===== config.mk =====
export PLATFORM = sky130hd
export DESIGN_NAME = cpu_mm_core
export DESIGN_NICKNAME = d
export VERILOG_FILES = /design/src/rtl/cpu_mm_core.sv
export SDC_FILE = /design/constraint.sdc
export NUM_CORES = 1
export LEC_CHECK = 0
export ABC_AREA = 1
export CAP_MARGIN = 30
export CELL_PAD_IN_SITES_DETAIL_PLACEMENT = 2
export CELL_PAD_IN_SITES_GLOBAL_PLACEMENT = 2
export CORE_ASPECT_RATIO = 0.6
export CORE_MARGIN = 2
export CORE_UTILIZATION = 29
export CTS_CLUSTER_DIAMETER = 80
export CTS_CLUSTER_SIZE = 28
export DETAILED_ROUTE_END_ITERATION = 12
export PLACE_DENSITY = 0.72
export REMOVE_ABC_BUFFERS = 1
export SYNTH_ARGS = -nofsm -noshare
export SYNTH_HDL_FRONTEND = slang
export SYNTH_SLANG_ARGS = --single-unit

===== constraint.sdc =====
create_clock -name clk -period 7.79 [get_ports clk]
set_input_delay 0.779 -clock clk [delete_from_list [all_inputs] [get_ports clk]]
set_output_delay 0.779 -clock clk [all_outputs]
set_load 0.01 [all_outputs]

===== src/rtl/cpu_mm_core.sv =====
`default_nettype none
// ==========================================================================
// cpu_mm_core : multi-cycle memory-to-memory CPU, variable-length
//               instructions, request/ack memory port, one level interrupt.
// Revision    : 1.0
// ==========================================================================
module cpu_mm_core #(
  parameter int            DW       = 32,
  parameter int            AW       = 32,
  parameter logic [AW-1:0] PC_RESET = '0,
  parameter logic [AW-1:0] IRQ_VEC  = AW'('h10)
) (
  input  logic          clk,
  input  logic          W_RST,
  input  logic          irq,
  output logic          mem_req,
  output logic          mem_we,
  output logic [AW-1:0] mem_addr,
  output logic [DW-1:0] mem_wdata,
  input  logic [DW-1:0] mem_rdata,
  input  logic          mem_ack,
  output logic          retire,
  output logic          halted,
  output logic          illegal
);

  localparam int SHW = $clog2(DW);

  localparam logic [3:0] OP_ADD = 4'd1,  OP_SUB = 4'd2,  OP_AND = 4'd3,  OP_OR   = 4'd4;
  localparam logic [3:0] OP_XOR = 4'd5,  OP_NOT = 4'd6,  OP_SHL = 4'd7,  OP_SHR  = 4'd8;
  localparam logic [3:0] OP_SRA = 4'd9,  OP_MOV = 4'd10, OP_JMP = 4'd11, OP_RETI = 4'd12;
  localparam logic [3:0] OP_HLT = 4'd13, OP_ADC = 4'd14, OP_ILL = 4'd15;

  typedef enum logic [3:0] {
    S_INIT, S_IFETCH, S_DECODE, S_OPFETCH, S_LOADA,
    S_LOADB, S_EXEC, S_STORE, S_DONE, S_HALT
  } state_e;

  state_e        state_q, state_d, load_next;
  logic [AW-1:0] pc_q, pc_d, epc_q, epc_d, dst_q, dst_d, sa_q, sa_d, sb_q, sb_d;
  logic [AW-1:0] addr_q, addr_d;
  logic [DW-1:0] a_q, a_d, b_q, b_d, res_q, res_d, wdata_q, wdata_d;
  logic [7:0]    ir_q, ir_d;
  logic [2:0]    pend_q, pend_d;
  logic [1:0]    k_q, k_d;
  logic          z_q, z_d, c_q, c_d, ie_q, ie_d;
  logic          req_q, req_d, we_q, we_d;
  logic          retire_q, retire_d, halted_q, halted_d, illegal_q, illegal_d;

  logic [3:0]    op;
  logic          fd, fa, fb, cz, alu_op, alu_c;
  logic [2:0]    ins_len, pick;
  logic [AW-1:0] pc_next, opnd_addr, rd_addr;
  logic [DW-1:0] alu_res;
  logic [DW:0]   sum;

  assign op        = ir_q[7:4];
  assign fd        = ir_q[3];
  assign fa        = ir_q[2];
  assign fb        = ir_q[1];
  assign cz        = ir_q[0];
  assign ins_len   = 3'd1 + 3'(fd) + 3'(fa) + 3'(fb);
  assign pc_next   = pc_q + AW'(ins_len);
  assign opnd_addr = pc_q + AW'(k_q);
  assign rd_addr   = AW'(mem_rdata);
  assign alu_op    = ((op >= OP_ADD) && (op <= OP_MOV)) || (op == OP_ADC);
  // Operand words arrive in dst, srcA, srcB order: fill the highest pending field.
  assign pick      = pend_q[2] ? 3'b100 : (pend_q[1] ? 3'b010 : 3'b001);

  always_comb begin
    if (fa && (op != OP_JMP)) load_next = S_LOADA;
    else if (fb)              load_next = S_LOADB;
    else                      load_next = S_EXEC;
  end

  always_comb begin
    alu_res = '0;
    alu_c   = c_q;
    sum     = '0;
    case (op)
      OP_ADD, OP_ADC: begin
        sum     = {1'b0, a_q} + {1'b0, b_q} + (DW+1)'(c_q & (op == OP_ADC));
        alu_res = sum[DW-1:0];
        alu_c   = sum[DW];
      end
      OP_SUB: begin
        alu_res = a_q - b_q;
        alu_c   = (a_q < b_q);
      end
      OP_AND:  alu_res = a_q & b_q;
      OP_OR:   alu_res = a_q | b_q;
      OP_XOR:  alu_res = a_q ^ b_q;
      OP_NOT:  alu_res = ~a_q;
      OP_SHL:  alu_res = a_q << b_q[SHW-1:0];
      OP_SHR:  alu_res = a_q >> b_q[SHW-1:0];
      OP_SRA:  alu_res = $unsigned($signed(a_q) >>> b_q[SHW-1:0]);
      OP_MOV:  alu_res = a_q;
      default: ;
    endcase
  end

  always_comb begin
    state_d = state_q;  pc_d = pc_q;    epc_d = epc_q;  z_d = z_q;     c_d = c_q;
    ie_d    = ie_q;     ir_d = ir_q;    pend_d = pend_q; k_d = k_q;
    dst_d   = dst_q;    sa_d = sa_q;    sb_d = sb_q;    a_d = a_q;     b_d = b_q;
    res_d   = res_q;    req_d = req_q;  we_d = we_q;    addr_d = addr_q;
    wdata_d = wdata_q;  retire_d = 1'b0; illegal_d = 1'b0; halted_d = halted_q;

    case (state_q)
      S_INIT: begin
        if (irq && ie_q) begin
          epc_d = pc_q;
          pc_d  = IRQ_VEC;
          ie_d  = 1'b0;
        end else begin
          state_d = S_IFETCH;
        end
      end
      S_IFETCH: begin
        if (!req_q) begin
          req_d = 1'b1; we_d = 1'b0; addr_d = pc_q;
        end else if (mem_ack) begin
          req_d   = 1'b0;
          ir_d    = mem_rdata[DW-1 -: 8];
          state_d = S_DECODE;
        end
      end
      S_DECODE: begin
        a_d = '0; b_d = '0; dst_d = '0; sa_d = '0; sb_d = '0;
        pend_d = {fd, fa, fb};
        k_d    = 2'd1;
        if (cz && !z_q) begin
          pc_d     = pc_next;
          retire_d = 1'b1;
          state_d  = S_INIT;
        end else if ({fd, fa, fb} != 3'b000) begin
          state_d = S_OPFETCH;
        end else begin
          state_d = S_EXEC;
        end
      end
      S_OPFETCH: begin
        if (!req_q) begin
          req_d = 1'b1; we_d = 1'b0; addr_d = opnd_addr;
        end else if (mem_ack) begin
          req_d  = 1'b0;
          k_d    = k_q + 2'd1;
          pend_d = pend_q & ~pick;
          if (pick[2])      dst_d = rd_addr;
          else if (pick[1]) sa_d  = rd_addr;
          else              sb_d  = rd_addr;
          if ((pend_q & ~pick) == 3'b000) state_d = load_next;
        end
      end
      S_LOADA: begin
        if (!req_q) begin
          req_d = 1'b1; we_d = 1'b0; addr_d = sa_q;
        end else if (mem_ack) begin
          req_d   = 1'b0;
          a_d     = mem_rdata;
          state_d = fb ? S_LOADB : S_EXEC;
        end
      end
      S_LOADB: begin
        if (!req_q) begin
          req_d = 1'b1; we_d = 1'b0; addr_d = sb_q;
        end else if (mem_ack) begin
          req_d   = 1'b0;
          b_d     = mem_rdata;
          state_d = S_EXEC;
        end
      end
      S_EXEC: begin
        if (alu_op) begin
          res_d = alu_res;
          z_d   = (alu_res == '0);
        end
        if ((op == OP_ADD) || (op == OP_ADC) || (op == OP_SUB)) c_d = alu_c;
        illegal_d = (op == OP_ILL);
        if (op == OP_JMP) begin
          pc_d = sa_q;
        end else if (op == OP_RETI) begin
          pc_d = epc_q;
          ie_d = 1'b1;
        end else begin
          pc_d = pc_next;
        end
        state_d = (fd && alu_op) ? S_STORE : S_DONE;
      end
      S_STORE: begin
        if (!req_q) begin
          req_d = 1'b1; we_d = 1'b1; addr_d = dst_q; wdata_d = res_q;
        end else if (mem_ack) begin
          req_d   = 1'b0;
          we_d    = 1'b0;
          state_d = S_DONE;
        end
      end
      S_DONE: begin
        retire_d = 1'b1;
        if (op == OP_HLT) begin
          halted_d = 1'b1;
          state_d  = S_HALT;
        end else begin
          state_d = S_INIT;
        end
      end
      S_HALT:  ;
      default: state_d = S_INIT;
    endcase
  end

  always_ff @(posedge clk or negedge W_RST) begin
    if (!W_RST) begin
      state_q <= S_INIT;  pc_q <= PC_RESET; epc_q <= '0;  z_q <= 1'b0;  c_q <= 1'b0;
      ie_q    <= 1'b1;    ir_q <= '0;       pend_q <= '0; k_q <= '0;
      dst_q   <= '0;      sa_q <= '0;       sb_q <= '0;   a_q <= '0;    b_q <= '0;
      res_q   <= '0;      req_q <= 1'b0;    we_q <= 1'b0; addr_q <= '0; wdata_q <= '0;
      retire_q <= 1'b0;   halted_q <= 1'b0; illegal_q <= 1'b0;
    end else begin
      state_q <= state_d; pc_q <= pc_d;     epc_q <= epc_d; z_q <= z_d; c_q <= c_d;
      ie_q    <= ie_d;    ir_q <= ir_d;     pend_q <= pend_d; k_q <= k_d;
      dst_q   <= dst_d;   sa_q <= sa_d;     sb_q <= sb_d;   a_q <= a_d; b_q <= b_d;
      res_q   <= res_d;   req_q <= req_d;   we_q <= we_d;   addr_q <= addr_d; wdata_q <= wdata_d;
      retire_q <= retire_d; halted_q <= halted_d; illegal_q <= illegal_d;
    end
  end

  assign mem_req   = req_q;
  assign mem_we    = we_q;
  assign mem_addr  = addr_q;
  assign mem_wdata = wdata_q;
  assign retire    = retire_q;
  assign halted    = halted_q;
  assign illegal   = illegal_q;

endmodule
`default_nettype wire


## Yosys cells after proc, flatten, opt, wreduce, memory -nomap -nowiden

Cells that the tools add are included.

- Flip-flop bits (word level): 345
- Input port bits: 36
- Output and inout port bits: 69
- Logic and storage cells: 210

- $add $sub $neg: 9
- Order comparisons: 3
- Eq/ne operators: 52
- Shift-type cells: 3
- Multiplexer cells: 71
- Bitwise operators: 9
- Reductions and logical operators: 41

Operator list:

| kind | number |
|---|---|
| $mux 32 | 22 |
| $pmux 32 s10 | 1 |
| $pmux 32 s2 | 5 |
| $pmux 32 s5 | 1 |
| $pmux 32 s3 | 1 |
| $mux 4 | 15 |
| $ne 2x2->1 const B | 26 |
| $eq 4x4->1 const B | 10 |
| $pmux 4 s10 | 1 |
| $add 32x32->33 | 1 |
| $add 33x1->33 | 1 |
| $add 32x2->32 | 1 |
| $add 32x3->32 | 1 |
| $and 32x32->32 | 1 |
| $eq 4x3->1 const B | 8 |
| $logic_not 32->1 | 1 |
| $lt 32x32->1 | 1 |
| $not 32->32 | 1 |
| $or 32x32->32 | 1 |
| $shl 32x5->32 | 1 |
| $shr 32x5->32 | 1 |
| $sshr 32x5->32 | 1 |
| $sub 32x32->32 | 1 |
| $xor 32x32->32 | 1 |
| other kinds (37) | 84 |

## Logic depth before layout (Yosys ltp)

- Depth in word-level cells: 9
- Gate-level depth with buffers: 24
- Mapped depth without buffers: 22

## Worst setup path after synthesis

No wires, ideal clock.

- Path kind: register to register
- Start: reg b_q[2]
- End: reg z_q
- Setup time: 66 ps
- Data arrival time: 2,664 ps
- Required time: 7,724 ps
- Slack: 5,060 ps
- Stages on the path, launching flop included: 24
- Buffers on the path: 4
- Period minus slack after synthesis: 2,730 ps
- Path through: dfrtp_1 -> buf_2 -> inv_2 -> buf_2 -> buf_2 -> ha_1 -> buf_2 -> inv_1 -> nand2_1 -> nand2_1 -> nand3_1 -> nand2_1 -> nand2_1 -> nand2_1 -> nand2_1 -> nand3_1 -> nand3_1 -> a21oi_1 -> nand2_1 -> nor2_1 -> nand3_1 -> nor2_1 -> nand2_1 -> nand2_1

- Longest elaborated chain between the ends: 4
- Elaborated cells on any way between the ends: 11
- Those cells by class: add/sub: 3; shift: 3; mux: 1; bitwise: 3; reduce/logical: 1

RTL lines:

| item | RTL line | RTL |
|---|---|---|
| start: declaration | 42 | `logic [DW-1:0] a_q, a_d, b_q, b_d, res_q, res_d, wdata_q, wdata_d;` |
| start signal: assignment | 217 | `dst_q <= '0; sa_q <= '0; sb_q <= '0; a_q <= '0; b_q <= '0;` |
| start signal: assignment | 223 | `dst_q <= dst_d; sa_q <= sa_d; sb_q <= sb_d; a_q <= a_d; b_q <= b_d;` |
| $add 32x32->33 | 82 | `sum = {1'b0, a_q} + {1'b0, b_q} + (DW+1)'(c_q & (op == OP_ADC));` |
| $add 33x1->33 | 82 |  |
| $pmux 32 s10 (*) | 80 | `case (op)` |
| $logic_not 32->1 (*) | 176 | `z_d = (alu_res == '0);` |
| end signal: assignment | 215 | `state_q <= S_INIT; pc_q <= PC_RESET; epc_q <= '0; z_q <= 1'b0; c_q <= 1'b0;` |
| end signal: assignment | 221 | `state_q <= state_d; pc_q <= pc_d; epc_q <= epc_d; z_q <= z_d; c_q <= c_d;` |
| end: declaration | 46 | `logic z_q, z_d, c_q, c_d, ie_q, ie_d;` |

Mark *: on every way between the ends. The rest lies on a longest branch, timed or not.
A chain may end at the register's enable or synchronous reset.

## Final worst setup path

- Start: reg a_q[9]
- End: reg z_q

- Longest elaborated chain between the ends: 4
- Elaborated cells on any way between the ends: 12
- Those cells by class: add/sub: 3; shift: 3; mux: 1; bitwise: 4; reduce/logical: 1

RTL lines:

| item | RTL line |
|---|---|
| start: declaration | 42 |
| start signal: assignment | 217 |
| start signal: assignment | 223 |
| $add 32x32->33 | 82 |
| $add 33x1->33 | 82 |
| $pmux 32 s10 (*) | 80 |
| $logic_not 32->1 (*) | 176 |

Marks and branches as above.

==> out/results.ini <==
[outcome]
run_status=completed

[global_routing]
antenna_found_initial=10
grt_util_all_layers=0.321
grt_max_degree=149
grt-ovfl-total=0
grt_pass1_wl_mm=224
grt_pass1_vias=30400

[synthesis]
yosysSeqAreaShare=0.320
ys_types=56
ys_seq_elements=345
yosysWarnings=0
netlist_instances=4187
synth-edff-count=0
synthFlopType=dfrtp_1
syn_avg_cell_area_um2=6.44
async_reset_ff_frac=1.00
syn-cell-area_um2=27000

[cts]
ctsResizeCount=0
clock_path_buffers=3
postCtsSetupRepairBufs=0
cts-buffers-inserted=24
cts.sink_count=345
clk_pin_slew_ns=0.10
cts_root_buffer=clkbuf_16
cts_hold_buf=0
tritoncts=built
htree_levels=1
clkLatencyLatePin_ns=0.63

[cells_and_area]
synthToLayoutAreaGrowth_pct=11.7
drive_above_1_share=0.0483
nets=4304
design_area_um2=30100
fillCellCount=11200

[sta]
max_freq_ghz=0.212
hold_ws_ns=0.147
period_minus_slack_ns=4.71
layout_worst_path_cycle_share=0.604
clock-skew-final_ns=0.0297
finalMaxSlewViolations=0
finalHoldViolations=0
tightest_slew_ns=1.04
slew_headroom=0.301
setup_viol=0
grt_setup_unrepaired=no
tns_ns=0

[pwr]
power_density_nw_per_um2=539
peakVddDrop_uv=211
power_w=0.0162
p_leak_nw=14.2

[die]
rows=86
die_width_um=398
io_pins=105
dieArea_um2=95500
coreArea_um2=92000
initial_utilization=0.293
die_h_um=240

[routing]
viasPerCell=5.76
vias=31200
drtIter0Drc=3940
drt_wl_total_mm=156
drc_errors=0
firstDrtPassIters=5
ant_nets=0
wl_per_cell_um=28.8

[flow_run]
drv_cap=0

[critical_path]
start_kind=flop
cp_max_fo=9
crit_arrival_ns=5.27
path_class=reg2reg
end_kind=flop
worstPathRequired_ns=8.36

[placed_design]
dpl-instance-area_um2=29200
port-buffer-count=104
hpwl_mm=121
globalplace.congestion=1.00

[min_path]
hold_path.class=in2async

## flip-flops by register name (all words and copies together) (netlist names), 2 cells and up
register   count
k_q            2
state_q        4
dst_q         32
mem_wdata     32
epc_q         32
res_q         32
b_q           32
mem_addr      32
pend_q         3
pc_q          32
sb_q          32
ir_q           8
sa_q          32
a_q           32
## cell usage in the layout, fill, tap and decap left out, drive strengths merged, types with 35 or more instances in the layout
cell and instances:
inv 497, nand4 44, a21oi 140, dfrtp 344, nand2 1210, nor3 43
nand3 635, ha 101, nor2 353, a31oi 45, o21ai 328, o211ai 48
buf 64, clkdlybuf4s50 103, o22ai 35
## final timing paths
kind                        start       endpoint  slack (ns)  cells past startpoint
hold / removal              W_RST  mem_wdata[21]        0.15                      1
min in group clk           halted         halted        0.49                      1
setup / recovery           a_q[9]            z_q        3.08                     16
setup reg to reg           a_q[9]            z_q        3.08                     16
max in group asynchronous   W_RST      epc_q[19]        6.10                      2
hold reg to reg            halted         halted        0.49                      1
## final cells by class
cell class                      instances  area [µm²]  share of cell area
Antenna cell                            3        7.51            0.000249
Timing Repair Buffer                  167        1560              0.0518
Multi-Input combinational cell       3137       15600               0.519
Clock inverter                         18         258             0.00856
Sequential cell                       345        8640               0.287
Clock buffer                           26         639              0.0212
Tap cell                             1232        1540              0.0512
Inverter                              486        1820              0.0606
## report_power, final
group	switching, W	internal, W	total (W)
registers	0.000794	0.00252	0.00331
clock network	0.000897	0.000667	0.00156
logic	0.00844	0.00291	0.0114
## stage by stage
stage / setup WS (ns) / utilization / std cells
finish: 3.08 / 0.327 / 5414
global route: 3.08 / 0.327 / 5411
CTS: 3.39 / 0.327 / 5408
global placement: 3.48 / 0.317 / 5364
floorplan: 2.72 / - / 3968
detailed placement: 3.44 / 0.317 / 5364
## cell usage after synthesis (all sizes together) (45+ instances only)
master	count	area, µm²
nand2	1210	4560
nand3	635	3180
inv	485	1820
nor2	353	1370
dfrtp	344	8610
o21ai	328	1650
a21oi	140	708
clkbuf	111	418
buf	108	548
ha	101	1260
o211ai	48	360
a31oi	45	297
## kinds of logic after synthesis
| family | after synthesis | synth area share |
|---|---|---|
| AND/OR/NAND/NOR | 2313 | 0.363 |
| AO/OA/AOI/OAI | 658 | 0.140 |
| multiplexers | 26 | 0.0108 |
| XOR/XNOR | 33 | 0.0107 |
| flip-flops | 345 | 0.320 |
| adder cells (fa/ha/maj) | 107 | 0.0513 |
| buffers and inverters | 705 | 0.103 |
## worst max-delay path, stage by stage (launching register included)
cell	delay, ns
dfrtp_1	0.54
inv_1	0.15
ha_1	0.52
nand2_1	0.29
nor2_1	0.78
nand3_1	0.43
nand3_1	0.45
nand3_1	0.18
nand3_1	0.11
nand2_1	0.06
nand3_1	0.15
nand3_1	0.37
nor2_1	0.28
nand3_1	0.11
nor2_1	0.10
nand2_1	0.06
nand2_1	0.06
## metal layers
layer  vias to the layer above  routed length, µm  GRT usage
met1                     16100              80000      0.533
li1                      13700                  -          -
met5                         -                 35          0
met2                      1323              55500      0.397
met3                       150              17200     0.0818
met4                         6               3010     0.0542
No activity file was read; power rests on OpenSTA's default activity.
